--- src/rtl/sprite_draw_arbiter.sv ---
// sprite_draw_arbiter: two-client request/grant pixel sequencer for a 160x120
// VGA adapter. Each granted job rasterises one rectangle, one pixel per clock.
// Optional erase pass of the client's previous rectangle: define SPRITE_ERASE_EN.
module sprite_draw_arbiter #(
    parameter int         XMAX      = 160,
    parameter int         YMAX      = 120,
    parameter logic [2:0] BG_COLOUR = 3'b000
) (
    input  logic       clock,
    input  logic       resetn,
    input  logic       req0,
    input  logic       req1,
    input  logic [7:0] x0,
    input  logic [7:0] x1,
    input  logic [6:0] y0,
    input  logic [6:0] y1,
    input  logic [3:0] w0,
    input  logic [3:0] w1,
    input  logic [2:0] h0,
    input  logic [2:0] h1,
    input  logic [2:0] colour0,
    input  logic [2:0] colour1,
    output logic       gnt0,
    output logic       gnt1,
    output logic       done0,
    output logic       done1,
    output logic [7:0] vga_x,
    output logic [6:0] vga_y,
    output logic [2:0] vga_colour,
    output logic       vga_plot,
    output logic       busy
);

    typedef enum logic [1:0] {IDLE, ERASE, DRAW, DONE} state_t;

    localparam logic [8:0] XLIM = 9'(XMAX);
    localparam logic [7:0] YLIM = 8'(YMAX);

    state_t     state;
    logic       owner;
    logic       ptr;
    logic [7:0] lx;
    logic [6:0] ly;
    logic [3:0] lw;
    logic [2:0] lh;
    logic [2:0] lcol;
    logic [3:0] cx;
    logic [2:0] cy;

    logic       pick1;
    logic       start_erase;
    logic [7:0] scan_x;
    logic [6:0] scan_y;
    logic [3:0] scan_w;
    logic [2:0] scan_h;
    logic [8:0] px;
    logic [7:0] py;
    logic       row_end;
    logic       last_pix;

`ifdef SPRITE_ERASE_EN
    logic [7:0] prev_x [2];
    logic [6:0] prev_y [2];
    logic [3:0] prev_w [2];
    logic [2:0] prev_h [2];
    logic [1:0] erase_valid;
`endif

    // Arbitration choice and the rectangle currently being scanned
    always_comb begin
        pick1       = req1 & (~req0 | ptr);
        start_erase = 1'b0;
        scan_x      = lx;
        scan_y      = ly;
        scan_w      = lw;
        scan_h      = lh;
`ifdef SPRITE_ERASE_EN
        start_erase = erase_valid[pick1];
        if (state == ERASE) begin
            scan_x = prev_x[owner];
            scan_y = prev_y[owner];
            scan_w = prev_w[owner];
            scan_h = prev_h[owner];
        end
`endif
        px       = {1'b0, scan_x} + {5'b0, cx};
        py       = {1'b0, scan_y} + {5'b0, cy};
        row_end  = (cx == scan_w);
        last_pix = row_end && (cy == scan_h);
    end

    // Job sequencer; pixel outputs are registered one cycle behind the scan counters
    always_ff @(posedge clock or negedge resetn) begin
        if (!resetn) begin
            state      <= IDLE;
            owner      <= 1'b0;
            ptr        <= 1'b0;
            lx         <= '0;
            ly         <= '0;
            lw         <= '0;
            lh         <= '0;
            lcol       <= '0;
            cx         <= '0;
            cy         <= '0;
            gnt0       <= 1'b0;
            gnt1       <= 1'b0;
            done0      <= 1'b0;
            done1      <= 1'b0;
            vga_x      <= '0;
            vga_y      <= '0;
            vga_colour <= '0;
            vga_plot   <= 1'b0;
            busy       <= 1'b0;
`ifdef SPRITE_ERASE_EN
            erase_valid <= '0;
            for (int unsigned i = 0; i < 2; i++) begin
                prev_x[i] <= '0;
                prev_y[i] <= '0;
                prev_w[i] <= '0;
                prev_h[i] <= '0;
            end
`endif
        end else begin
            gnt0  <= 1'b0;
            gnt1  <= 1'b0;
            done0 <= 1'b0;
            done1 <= 1'b0;
            case (state)
                IDLE: begin
                    vga_plot <= 1'b0;
                    busy     <= 1'b0;
                    if (req0 || req1) begin
                        owner <= pick1;
                        lx    <= pick1 ? x1 : x0;
                        ly    <= pick1 ? y1 : y0;
                        lw    <= pick1 ? w1 : w0;
                        lh    <= pick1 ? h1 : h0;
                        lcol  <= pick1 ? colour1 : colour0;
                        gnt0  <= ~pick1;
                        gnt1  <= pick1;
                        busy  <= 1'b1;
                        cx    <= '0;
                        cy    <= '0;
                        state <= start_erase ? ERASE : DRAW;
                    end
                end
                ERASE, DRAW: begin
                    vga_x      <= px[7:0];
                    vga_y      <= py[6:0];
                    vga_colour <= (state == ERASE) ? BG_COLOUR : lcol;
                    vga_plot   <= (px < XLIM) && (py < YLIM);
                    if (last_pix) begin
                        cx    <= '0;
                        cy    <= '0;
                        state <= (state == ERASE) ? DRAW : DONE;
                    end else if (row_end) begin
                        cx <= '0;
                        cy <= cy + 3'd1;
                    end else begin
                        cx <= cx + 4'd1;
                    end
                end
                DONE: begin
                    vga_plot <= 1'b0;
                    done0    <= ~owner;
                    done1    <= owner;
                    ptr      <= ~owner;
`ifdef SPRITE_ERASE_EN
                    prev_x[owner]      <= lx;
                    prev_y[owner]      <= ly;
                    prev_w[owner]      <= lw;
                    prev_h[owner]      <= lh;
                    erase_valid[owner] <= 1'b1;
`endif
                    state <= IDLE;
                end
                default: state <= IDLE;
            endcase
        end
    end

endmodule

--- config.mk ---
export PLATFORM = sky130hd
export DESIGN_NAME = sprite_draw_arbiter
export DESIGN_NICKNAME = d
export VERILOG_FILES = /design/src/rtl/sprite_draw_arbiter.sv
export SDC_FILE = /design/constraint.sdc
export NUM_CORES = 1
export LEC_CHECK = 0
export CELL_PAD_IN_SITES_DETAIL_PLACEMENT = 1
export CELL_PAD_IN_SITES_GLOBAL_PLACEMENT = 1
export CORE_UTILIZATION = 41
export CTS_BUF_LIST = sky130_fd_sc_hd__clkbuf_8 sky130_fd_sc_hd__clkbuf_16
export DETAILED_ROUTE_END_ITERATION = 16
export PLACE_DENSITY = 0.9
export SETUP_SLACK_MARGIN = 0.3
export SYNTH_ARGS = -nofsm -noshare
export SYNTH_HDL_FRONTEND = slang
export SYNTH_SLANG_ARGS = --single-unit
--- constraint.sdc ---
create_clock -name clock -period 5.5 [get_ports clock]
set_input_delay 1.65 -clock clock [delete_from_list [all_inputs] [get_ports clock]]
set_output_delay 1.65 -clock clock [all_outputs]
set_load 0.02 [all_outputs]
[Word level (Yosys, flattened, before mapping)]
Cells that the tools add are included.
Operators by class
  add/sub/neg operators: 4
  order comparisons: 2
  equal/unequal tests: 8
  multiplexer cells: 26
  bitwise logic cells: 5
  reduce and logical (&&, ||, !) cells: 11
Operators with widths (count)
  $mux W3: 6
  $mux W4: 4
  $add A8 B4 Y9: 1
  $lt A9 B8 Y1 const B: 1
  $add A7 B3 Y8: 1
  $lt A8 B7 Y1 const B: 1
  $mux W1: 8
  $mux W8: 1
  $pmux W4 S2: 1
  $mux W7: 1
  $pmux W2 S3: 1
  $pmux W3 S2: 1
  $reduce_and A2 Y1: 3
  $add A4 B1 Y4 const B: 1
  $eq A2 B2 Y1 const B: 2
  $eq A4 B4 Y1: 1
  $mux W2: 2
  $ne A2 B2 Y1 const B: 2
  $reduce_or A2 Y1: 2
  $add A3 B1 Y3 const B: 1
  $eq A3 B3 Y1: 1
  $ne A3 B3 Y1 const B: 1
  $not A1 Y1: 3
  $reduce_and A3 Y1: 1
  other kinds (8): 9
Storage, ports and cells
  register bits: 60
  input bits: 54
  output and inout bits: 24
  logic and storage cells: 75

[Depth between registers and ports, before layout]
  depth after elaboration: 6
  gate-level depth with buffers: 7
  depth with buffers taken out: 7

[Least setup slack after synthesis]
Ideal clock, no wire load.
  path kind: input to register
  start point: input req1
  end point: register state[0]
  setup time: 0.125 ns
  data arrival time: 2.653 ns
  data required time: 5.375 ns
  path slack: 2.722 ns
  stages on the path: 4
  buffers on the path: 0
  cell sequence: nor3b_2 or4_1 a2bb2oi_1 mux2_4
Between the ends
  cells in the longest elaborated chain, start to end: 3
RTL lines
  from (decl): line 12  | input logic req1,
  $logic_or A1 B1 Y1: line 132  | if (req0 || req1) begin
  $ne A2 B2 Y1 (no source line)
  $reduce_and A2 Y1 (no source line)
  to (signal assigned): line 144  | state <= start_erase ? ERASE : DRAW;
  to (signal assigned): line 155  | state <= (state == ERASE) ? DRAW : DONE;
  to (decl): line 39  | state_t state;
No other way between the ends.
A chain may end at the register's enable or synchronous reset.

[Worst setup path in the final report]
  start point: input req0
  end point: register lw[0]
Between the ends
  cells in the longest elaborated chain, start to end: 4
  elaborated cells on any way between the ends: 6
  classes of those cells: 1 x mux; 3 x bitwise; 2 x reduce/logical
RTL lines
  from (decl): line 11  | input logic req0,
  $not A1 Y1: line 71  | pick1 = req1 & (~req0 | ptr);
  $or A1 B1 Y1: line 71
  $and A1 B1 Y1: line 71
  $mux W4: line 136  | lw <= pick1 ? w1 : w0;
  to (signal assigned): line 136
  to (decl): line 44  | logic [3:0] lw;
Parallel ways exist; a longest one is shown, timed or not.

==> qor.yml <==
grt_pass1_vias: 2664
ys_types: 49
routedWlPerCell_um: 16.4
setup.reg_to_reg.worst_slack_ns: 3.28
drtPass1Iterations: 4
insertion_delay_ns: 0.33
skew_ns: 0.00492
fin_setup_tns_ns: 0
ant_nets: 0
status: "finished clean"
initial_core_util: 0.427
hold_depth: 2
grt_start_max_net_pins: 61
synth_seq_cells: 60
num_vias: 2526
period_needed_ns: 3.30
cts.sinks: 60
ys_seq_area_frac: 0.479
syn_avg_cell_area_um2: 10.4
via_per_inst: 5.23
antenna_cells: 0
arrival_ns: 3.49
power.density_nw_per_um2: 598
synth_cells: 300
worstPathMaxFanout: 14
reg2reg_from: "cx[0]$_DFFE_PN0P_"
synth_compound_area_frac: 0.141
nets: 449
design_area_um2: 4180
timing.final.setup_violations: 0
synth_top_family_by_area: "compound AO/OA/AOI/OAI gates"
grt_pass1_wl_um: 12600
yosys.area.top_type: "dfrtp_1"
synthSimpleGateAreaFrac: 0.133
io_buffers: 77
hold_class: "reg -> reg"
io_pins: 78
overflow: 0
placed_area_um2: 4010
r2r_cells: 7
yosys.area_share.adder: 0.0647
ys_warn_count: 0
worstPathRequired_ns: 5.69
dieArea_um2: 7990
ir_worst_vdd_mv: 0.214
cts_tree: "yes"
post-synth-top-count-cell: "dfrtp_1"
place.gp.congestion: 0.786
hold_end: "vga_colour[2]$_DFFE_PN0P_"
worst_slew_pin_slew_ns: 0.859
muxShareOfSynthArea: 0.110
drtIter0Drc: 73
cts-hold-fix-buffers: 0
fill_cells: 825
clock.fmax_ghz: 0.303
cts_resized: 0
syn_to_final_growth_pct: 33.5
drv_cap: 0
numCtsBuffers: 9
synth_fp_nets: 369
grtUsageTotal: 0.214
synth_xor_area_frac: 0.0392
hold_viol: 0
die_w_um: 89.4
netlist.area_leader.share: 0.479
synth_edf_count: 0
p_leak_nw: 1.92
clk_pin_slew_ns: 0.06
post-route-drc-count: 0
hp-start: "lcol[2]$_DFFE_PN0P_"
rsz0062_at_grt: "false"
report.final.slew_viol_count: 0
h-tree-depth: 3
slew_headroom: 0.420
fp.dieH_um: 89.4
synth_commonest_cells: "dfrtp_1, nand2_1, o21ai_0"
fin_crit_sh: 0.600
hpwl_um: 5760
synth_area_leaders: "dfrtp_1, mux2i_1, ha_1"
ys.flop_type: "dfrtp_1"
antenna_found_initial: 0
endpoint_kind: "register"
cts_setup_buffers: 0
row_count: 31
cts_max_path_buffers: 2
synth_area_um2: 3130
drt_wl_total_um: 7910
reg2reg_to: "vga_plot$_DFF_PN0_"
cts_root_buf: "clkbuf_8"
critical_path_class: "in -> reg"
synth-async-reset-ratio: 1.00
layout-drive-gt1-share: 0.0859
cp-start-kind: "input port"
core-area_um2: 7330
==> sequential cells by signal, indices dropped and copies added, names as in the netlist, 2 cells and up <==
name,flops
vga_y,7
lcol,3
vga_colour,3
cx,4
lx,8
lh,3
ly,7
state,2
cy,3
vga_x,8
lw,4
==> layout make-up <==
type	instances	area, µm²	area share
Tap cell	99	124	0.0296
Sequential cell	60	1500	0.359
Clock buffer	11	151	0.0362
Multi-Input combinational cell	214	1540	0.368
Clock inverter	4	17.5	0.00419
Inverter	14	52.6	0.0126
Timing Repair Buffer	81	796	0.190
==> cell families (layout without fill, tap and decap cells) <==
kind of cell | Yosys count | after routing
mux | 33 | 33
flops | 60 | 60
buf+inv | 26 | 110
compound gates | 70 | 70
simple gates | 82 | 82
xor+xnor | 14 | 14
fa+ha+maj | 15 | 15
==> per-stage QoR <==
stage / total power [mW] / setup slack, ns / utilization / hold slack, ns / instances
6_report: 2.50 / 2.20 / 0.570 / 0.482 / 483
3_3_place_gp: 2.06 / 1.94 / 0.547 / 0.455 / 468
3_5_place_dp: 2.15 / 1.82 / 0.547 / 0.464 / 468
2_1_floorplan: 1.68 / 2.72 / - / 0.418 / 300
5_1_grt: 2.70 / 2.09 / 0.570 / 0.515 / 483
4_1_cts: 2.52 / 2.18 / 0.570 / 0.483 / 483
==> cells in the final DEF (no fill, tap or decap), types with 2 or more instances in the layout <==
cell type and count:
clkdlybuf4s50_1 76, dfrtp_1 60, nand2_1 35, o21ai_0 29, mux2i_1 24, inv_1 16
nor2_1 14, ha_1 13, clkbuf_8 11, a21oi_1 9, xor2_1 9, and2_1 7
a21o_1 6, nor2b_1 6, mux2_2 6, xnor2_1 5, a221o_1 5, buf_4 4
a211oi_1 3, nand3_1 3, o21ai_2 3, o21bai_1 2, a31oi_1 2, nand4_1 2
nand3b_1 2, o31ai_1 2, or3_1 2, mux2_1 2, o22ai_1 2, fa_1 2
clkinv_2 2
==> routing by layer <==
metal | part of all wire | global-route usage | vias to the layer above
li1 | - | - | 1212
met1 | 0.44 | 0.264 | 1246
met2 | 0.50 | 0.371 | 59
met3 | 0.041 | 0.0388 | 9
met4 | 0.016 | 0.0880 | 0
met5 | 0 | 0 | -
==> worst max-delay path by stage <==
stage / from / endpoint / slack, ns / cells after the start
2_1_floorplan: req1 / state[0]$_DFFE_PN0P_ / 2.72 / 4
3_3_place_gp: req0 / lw[2]$_DFFE_PN0P_ / 1.94 / 6
3_5_place_dp: req0 / lh[0]$_DFFE_PN0P_ / 1.82 / 6
4_1_cts: req0 / lh[0]$_DFFE_PN0P_ / 2.18 / 6
5_1_grt: req0 / lw[0]$_DFFE_PN0P_ / 2.09 / 6
6_report: req0 / lw[0]$_DFFE_PN0P_ / 2.20 / 6
==> report_power, final <==
group | internal (mW) | switching, mW | total, mW
Sequential | 0.661 | 0.186 | 0.847
Clock | 0.181 | 0.161 | 0.342
Combinational | 0.614 | 0.698 | 1.31
==> worst max-delay path: stages <==
cell and delay [ns]:
clkdlybuf4s50_1 0.56, inv_1 0.08, o21ai_2 0.49, buf_4 0.38, mux2i_1 0.22, o21ai_0 0.11
(Power assumes the default switching activity.)
